==> src/rtl/ser_pkg.sv <==
// Shared definitions for the serial link blocks (serializer and deserializer).
// Bit-order constants, output-slot state encoding and the beat-to-bit mapping.
package ser_pkg;

    localparam int ORDER_LSB_FIRST = 0;
    localparam int ORDER_MSB_FIRST = 1;

    typedef enum logic {
        SLOT_EMPTY = 1'b0,
        SLOT_FULL  = 1'b1
    } slot_state_t;

    // Word bit position carried by beat number cnt of a frame.
    function automatic int ser_bit_index(input int cnt, input int width, input int msb_first);
        return (msb_first != ORDER_LSB_FIRST) ? (width - 1 - cnt) : cnt;
    endfunction

endpackage

==> src/rtl/serial_to_parallel_demux_if.sv <==
// Bit-stream input and word-stream output of the serial-to-parallel demux.
// The master drives bits and consumes words; the slave is the demux itself.
interface serial_to_parallel_demux_if #(
    parameter int WIDTH = 4
);
    localparam int IW = $clog2(WIDTH);

    logic             bit_in;
    logic             bit_valid;
    logic             bit_ready;
    logic             frame_clr;
    logic [WIDTH-1:0] word_out;
    logic             word_valid;
    logic             word_ready;
    logic [IW-1:0]    bit_idx;

    modport master (
        output bit_in, bit_valid, frame_clr, word_ready,
        input  bit_ready, word_out, word_valid, bit_idx
    );

    modport slave (
        input  bit_in, bit_valid, frame_clr, word_ready,
        output bit_ready, word_out, word_valid, bit_idx
    );
endinterface

==> src/rtl/ser_out_slot.sv <==
// One-entry valid/ready holding register for completed words.
// A load in the same cycle as a take replaces the word without a bubble.
module ser_out_slot
    import ser_pkg::*;
#(
    parameter int WIDTH = 4
) (
    input  logic             clk,
    input  logic             rst_n,
    input  logic             load,
    input  logic [WIDTH-1:0] load_data,
    input  logic             take,
    output logic [WIDTH-1:0] data,
    output logic             valid
);

    slot_state_t state, state_nxt;

    // NOTE: sequential state uses non-blocking assignments so every flop samples pre-edge values.
    always_ff @(posedge clk or negedge rst_n) begin
        if (!rst_n) state <= SLOT_EMPTY;
        else        state <= state_nxt;
    end

    // NOTE: the default assignment first keeps this combinational block latch-free.
    always_comb begin
        state_nxt = state;
        unique case (state)
            SLOT_EMPTY: if (load) state_nxt = SLOT_FULL;
            SLOT_FULL:  if (!load && take) state_nxt = SLOT_EMPTY;
            default:    state_nxt = SLOT_EMPTY;
        endcase
    end

    always_comb begin
        valid = (state == SLOT_FULL);
    end

    // NOTE: the data register is reset too, so word_out reads zero out of reset rather than stale data.
    always_ff @(posedge clk or negedge rst_n) begin
        if (!rst_n)    data <= '0;
        else if (load) data <= load_data;
    end

endmodule

==> src/rtl/serial_to_parallel_demux.sv <==
// Assembles serial beats into WIDTH-bit words (LSB- or MSB-first) and hands
// them out through a one-word holding slot so the next frame keeps arriving.
module serial_to_parallel_demux
    import ser_pkg::*;
#(
    parameter int WIDTH     = 4,
    parameter int MSB_FIRST = ORDER_LSB_FIRST
) (
    input  logic                        clk,
    input  logic                        rst_n,
    serial_to_parallel_demux_if.slave   bus
);

    localparam int            IW   = $clog2(WIDTH);
    localparam logic [IW-1:0] LAST = IW'(WIDTH - 1);

    logic [IW-1:0]    cnt;
    logic [IW-1:0]    pos;
    logic [WIDTH-1:0] asm_q;
    logic [WIDTH-1:0] full_word;
    logic             last_beat;
    logic             accept;
    logic             complete;
    logic             word_valid;

    assign last_beat = (cnt == LAST);

    // Only the completing beat waits on a held word; word_ready frees it in the same cycle.
    assign bus.bit_ready = !bus.frame_clr && (!last_beat || !word_valid || bus.word_ready);
    assign accept        = bus.bit_valid && bus.bit_ready;
    assign complete      = accept && last_beat;

    always_comb begin
        pos            = IW'(ser_bit_index(int'(cnt), WIDTH, MSB_FIRST));
        full_word      = asm_q;
        full_word[pos] = bus.bit_in;
    end

    always_ff @(posedge clk or negedge rst_n) begin
        if (!rst_n) begin
            cnt   <= '0;
            asm_q <= '0;
        end else if (bus.frame_clr || complete) begin
            cnt   <= '0;
            asm_q <= '0;
        end else if (accept) begin
            cnt        <= cnt + 1'b1;
            asm_q[pos] <= bus.bit_in;
        end
    end

    ser_out_slot #(
        .WIDTH (WIDTH)
    ) u_slot (
        .clk       (clk),
        .rst_n     (rst_n),
        .load      (complete),
        .load_data (full_word),
        .take      (bus.word_ready),
        .data      (bus.word_out),
        .valid     (word_valid)
    );

    assign bus.word_valid = word_valid;
    assign bus.bit_idx    = cnt;

endmodule

==> src/flat_wrapper.sv <==
// flat-port wrapper written by rule: the top's interface ports become plain ports
module serial_to_parallel_demux_flat import ser_pkg::*;
#(
    parameter int WIDTH     = 4,
    parameter int MSB_FIRST = ORDER_LSB_FIRST
)
  (clk, rst_n, bus_bit_in, bus_bit_valid, bus_frame_clr, bus_word_ready, bus_bit_ready, bus_word_out, bus_word_valid, bus_bit_idx);
  serial_to_parallel_demux_if #(.WIDTH(WIDTH)) bus_i ();
  input  logic clk;
  input  logic rst_n;
  input wire logic [$bits(bus_i.bit_in)-1:0] bus_bit_in;
  input wire logic [$bits(bus_i.bit_valid)-1:0] bus_bit_valid;
  input wire logic [$bits(bus_i.frame_clr)-1:0] bus_frame_clr;
  input wire logic [$bits(bus_i.word_ready)-1:0] bus_word_ready;
  output wire logic [$bits(bus_i.bit_ready)-1:0] bus_bit_ready;
  output wire logic [$bits(bus_i.word_out)-1:0] bus_word_out;
  output wire logic [$bits(bus_i.word_valid)-1:0] bus_word_valid;
  output wire logic [$bits(bus_i.bit_idx)-1:0] bus_bit_idx;
  assign bus_i.bit_in = bus_bit_in;
  assign bus_i.bit_valid = bus_bit_valid;
  assign bus_i.frame_clr = bus_frame_clr;
  assign bus_i.word_ready = bus_word_ready;
  assign bus_bit_ready = bus_i.bit_ready;
  assign bus_word_out = bus_i.word_out;
  assign bus_word_valid = bus_i.word_valid;
  assign bus_bit_idx = bus_i.bit_idx;
  serial_to_parallel_demux #(.WIDTH(WIDTH), .MSB_FIRST(MSB_FIRST)) u_core (.clk(clk), .rst_n(rst_n), .bus(bus_i));
endmodule
==> config.mk <==
export PLATFORM = sky130hd
export DESIGN_NAME = serial_to_parallel_demux_flat
export DESIGN_NICKNAME = d
export VERILOG_FILES = /design/src/rtl/ser_pkg.sv /design/src/rtl/serial_to_parallel_demux_if.sv /design/src/rtl/ser_out_slot.sv /design/src/rtl/serial_to_parallel_demux.sv /design/src/flat_wrapper.sv
export SDC_FILE = /design/constraint.sdc
export NUM_CORES = 1
export LEC_CHECK = 0
export BUFFER_PORTS_ARGS = -buffer_cell sky130_fd_sc_hd__buf_2
export CAP_MARGIN = 20
export CORE_AREA = 3 3 40 42
export CTS_BUF_LIST = sky130_fd_sc_hd__clkbuf_4 sky130_fd_sc_hd__clkbuf_8 sky130_fd_sc_hd__clkbuf_16
export DETAILED_ROUTE_END_ITERATION = 10
export DIE_AREA = 0 0 43 45
export PLACE_DENSITY = 0.7
export REMOVE_ABC_BUFFERS = 1
export SYNTH_ARGS = -nofsm -noshare
export SYNTH_HDL_FRONTEND = slang
export SYNTH_SLANG_ARGS = --single-unit
==> constraint.sdc <==
create_clock -name clk -period 2.1 [get_ports clk]
set_clock_uncertainty 0.1 [all_clocks]
set_input_delay 0.105 -clock clk [delete_from_list [all_inputs] [get_ports clk]]
set_output_delay 0.105 -clock clk [all_outputs]
set_load 0.01 [all_outputs]
## Word level (Yosys, flattened, before mapping)

Index checks and enable logic that the tools add are counted.

- Bits in registers: 11
- Bits of input ports: 6

- Add/subtract/negate cells: 1
- Order comparisons: 2
- Eq/ne operators: 1
- Muxes and demuxes: 10
- Bitwise gates (word level): 1
- Reduce and logical (&&, ||, !) cells: 13

Operators by type and width:

| cell | number |
|---|---|
| 4-bit two-way mux | 2 |
| 1-bit logical AND | 5 |
| 4-bit bitwise mux | 1 |
| 1-bit logical NOT | 4 |
| 2-bit two-way mux | 2 |
| 1-bit logical OR | 3 |
| 2-bit by 3-bit < comparator with 1-bit output, second input constant | 1 |
| 1-bit two-way mux | 3 |
| 2-bit by 1-bit adder with 2-bit output, second input constant | 1 |
| 1-bit demux with 2-bit select | 1 |
| 2-bit equality test, second input constant | 1 |
| 2-bit by 1-bit greater-or-equal comparator with 1-bit output, second input constant | 1 |
| 1-bit one-hot mux with 2 select lines | 1 |
| 2-bit nonzero test | 1 |
| 1-bit inverter | 1 |

## Depth between registers and ports, before layout

- Word-level depth: 11
- Depth in mapped cells: 5

## Modules after synthesis

Synthesis repeated with hierarchy kept, for this count alone.

- Cells, all modules: 40
- Area total of the unflattened synthesis: 551.8 um2

By module, submodules not included:

| module | times used | cells each | area an instance (um2) | seq. area each (um2) |
|---|---|---|---|---|
| serial_to_parallel_demux | 1 | 29 | 369.1 | 150.1 |
| ser_out_slot | 1 | 11 | 182.7 | 125.1 |

## Worst setup path before layout

No wires, ideal clock.

- Kind: register -> register
- Start: register u_core.cnt[0], in the netlist u_core.bus.bit_idx[0]
- End: register u_core.u_slot.data[3]
- Arrival time: 1.379 ns
- Path slack: 0.496 ns
- Stages on the path, launching flop included: 6
- Cells stage by stage: dfrtp_1 > ha_1 > buf_4 > nand2_2 > nor3b_4 > mux2_2

- Word-level cells in the longest chain between the ends: 7
- Elaborated cells on any way between the ends: 13
- Classes of those cells: order compare: 2; eq/ne: 1; mux: 3; reduce/logical: 7

Ends and longest elaborated chain:

| what | RTL line | text |
|---|---|---|
| from (decl) | serial_to_parallel_demux.sv:17 | `logic [IW-1:0] cnt;` |
| from (signal assigned) | serial_to_parallel_demux.sv:47 | `cnt <= cnt + 1'b1;` |
| parallel branches: the longest is 7 deep, another holds 2-bit by 3-bit < comparator with 1-bit output | - |  |
| to (signal assigned) | ser_out_slot.sv:42 | `else if (load) data <= load_data;` |
| to (decl) | ser_out_slot.sv:13 | `output logic [WIDTH-1:0] data,` |

Several ways; the timed one is not identified.
A chain may end at the register's enable or synchronous reset.

## Worst setup path in the final report

Same ends and word-level chain as after synthesis.

==> results.md <==
- Flop pwr share: 0.469
- Psw: around 110 uW
- Crit Reg-Reg Endpoint: u_core.u_slot.data[3]
- Number of diodes: 0
- Root Buffer: clkbuf_4
- RePlAce Congestion: between 0.7 and 0.8
- CP Launch Type: register
- TritonRoute pass-1 iters: 4
- Mux share of post-synthesis cell area: 0.140
- Post-synth top area share: 0.443
- Worst Path Max Fanout: 9
- Ys async rst share: 1.00
- Setup WS post-layout: roughly 340 ps
- Peak VDD IR: about 0.48 mV
- Reg2Reg Depth: 4
- Worst Path Arrival: between 1500 and 2000 ps
- Final hold viol count: 0
- Area of the multi-input gates: 287 um2
- Commonest non-fill, non-tap cell in the layout: buf_2
- Type of the worst min-delay path: primary input to register
- IO buf count: 13
- Post-route ant nets: 0
- Core Area: 0.00128 mm2
- Vias/cell: 5.45
- Post-synth top flop: dfrtp_1
- Gate count of the mapped netlist: 47
- PwrDens: 667 mW/mm2
- CTS sink count: 10
- Leakage: 0.000341 uW
- DR WL/cell: 14.0 um
- Vias in the first global route: around 440
- Clk slew on worst S/H paths: roughly 70 ps
- Pin count of the biggest net entering global routing: 11
- Fin crit period: roughly 1800 ps
- Post-synth EDFFs: 0
- Largest family of logic cells by synthesized area: simple AND/OR/NAND/NOR gates
- Unrepaired setup endpoints after global routing: no
- Finish-stage setup viols: 0
- M1 WL: 498 um
- CTS max path bufs: 2
- CTS H-tree depth: 1
- Ports: 14
- DRT iter0 DRCs: 13
- Metal2 WL: between 500 and 600 um
- TritonCTS buffer count: 3
- Worst skew pair latency: 260 ps
- Cell area after layout: 682 um2
- Fillers: roughly 110
- Synth unique cells: 18
- Fin Setup TNS: 0 ps
- Starting Density: 0.439
- MaxCap Viol Count: 0
- Row count: 13
- Synthesized area per cell: between 10 and 15 um2
- Rel. slew slack: 0.777
- Post-cts sizing count: 0
- Worst slack at placement: around 370 ps
- Ranking of synthesized cells by area: dfrtp_1 (44%), mux2_2 (14%), ha_1 (8.9%)
- Simple-Gate Fraction of Synth Area: 0.142
- # DRC: 0
- FF+latch area: ~250 um2
- Total track usage: 0.139
- Die width: roughly 43 um
- Metal3 WL: between 70 and 80 um
- Fmax: around 570 MHz
- Net count, final: 74
- R2R Setup Slk: between 300 and 400 ps
- CTS tree: built
- Adder-cell share of the synthesized area: 0.0887
- RR Startpoint: u_core.bus.bit_idx[0]
- Sequential-to-total area share from yosys stat: 0.443
- Cell internal pwr: about 340 uW
- Synth-to-layout area growth: 20.8%
- Synth warnings: 0
- Net Sw Frac: 0.244
- Most frequent cells in the layout: buf_2 (13), dfrtp_1 (10), mux2_2 (7)
- Fin. max-slew vios: 0
- CP Data Required Time: between 2000 and 2500 ps
- Compound-gate portion of the synthesized area: 0.137
- Setup CP Type: register to register
- Total power: roughly 460 uW
- Chip height: roughly 45 um
- Measured slew at the worst slew-check pin: about 330 ps
- Global-route wire length before repair: roughly 2 mm
- Total number of vias: about 430
- Clk pwr share: 0.374
- Non-Filler Instances: 78
- Final WL: 1.09 mm
- Setup crit end: u_core.u_slot.data[3]
- Synthesized flop and latch total: 10
- Share of cells above drive strength 1: 0.429
- Comb power frac: 0.157
- Crit path from: u_core.bus.bit_idx[0]
- Final period util: 0.838
- Overflow left after global routing: 0
- Crit end category: register
- Cell Area, Synth: about 560 um2
- Number of antenna violations at the first check in global routing: 0
- DP HPWL: between 800 and 900 um
- Placed cell count: 73
- Synth area leader: dfrtp_1
- Status: finished, final reports clean
- Hold Path Stages: 2
- Post-Place Cell Area: ~640 um2
- Fraction of synthesized cell area in xor and xnor cells: 0
- Die area: between 0.0015 and 0.002 mm2
- Max Used Layer: met4
cells in the mapped netlist, types with 2 or more instances:
cell / count
nand3b_1: 2
dfrtp_1: 10
o21ai_0: 3
inv_1: 4
a32o_1: 3
o211ai_1: 3
a21oi_1: 2
mux2_2: 7
ha_1: 4
critical path: stages, from the launching register on:
cell and delay, ps:
dfrtp_1 420, ha_1 360, nand2_2 120, nor3b_4 270
mux2_2 370
final cells by class:
class | instances | share of cell area
multi-input cells | 31 | 0.420
well taps | 15 | 0.0275
flip-flops and latches | 10 | 0.367
inverters | 4 | 0.0220
clock buffers | 4 | 0.0532
repair buffers | 14 | 0.110
power by group through the flow:
stage	clock network (uW)	registers, uW	logic (uW)
floorplan	0	220	35.2
global placement	0	216	70.9
detailed placement	0	217	70.2
CTS	177	213	72.4
global route	190	215	79.4
finish	170	213	71.4
worst min-delay path by stage:
| stage | start | to |
|---|---|---|
| 6_report | bus_frame_clr | u_core.bus.bit_idx[1] |
| 5_1_grt | bus_frame_clr | u_core.bus.bit_idx[0] |
| 4_1_cts | bus_frame_clr | u_core.bus.bit_idx[1] |
| 3_5_place_dp | rst_n | u_core.bus.bit_idx[1] |
| 3_3_place_gp | rst_n | u_core.bus.bit_idx[1] |
| 2_1_floorplan | rst_n | u_core.asm_q[0] |
timing repair:
action / CTS / global route
endpoints found under the hold margin: 10 / 0
hold buffers: 1 / 0
buffers inserted: 0 / 0
per-stage QoR:
step | utilization | hold WS [ps]
floorplan | - | -291
finish | 0.531 | 24.1
global route | 0.531 | 29.5
CTS | 0.531 | 21.2
detailed placement | 0.495 | -116
global placement | 0.495 | -120
logic make-up (layout without fill, tap and decap cells):
kind of cell | Yosys count | in the layout
compound gates | 11 | 11
flops | 10 | 10
simple gates | 9 | 9
mux | 7 | 7
buf+inv | 6 | 22
fa+ha+maj | 4 | 4
registers in the layout, summed over array words and instances, names as in the netlist:
signal	count
u_core.asm_q	3
u_core.u_slot.data	4
u_core.u_slot.valid	1
u_core.bus.bit_idx	2
layer usage:
layer / up-vias / track usage
li1: 206 / -
met1: 199 / 0.168
met2: 18 / 0.219
met3: 2 / 0.0598
met4: 0 / 0.0542
met5: - / 0
Note: power is estimated with default switching activity, not from simulation.
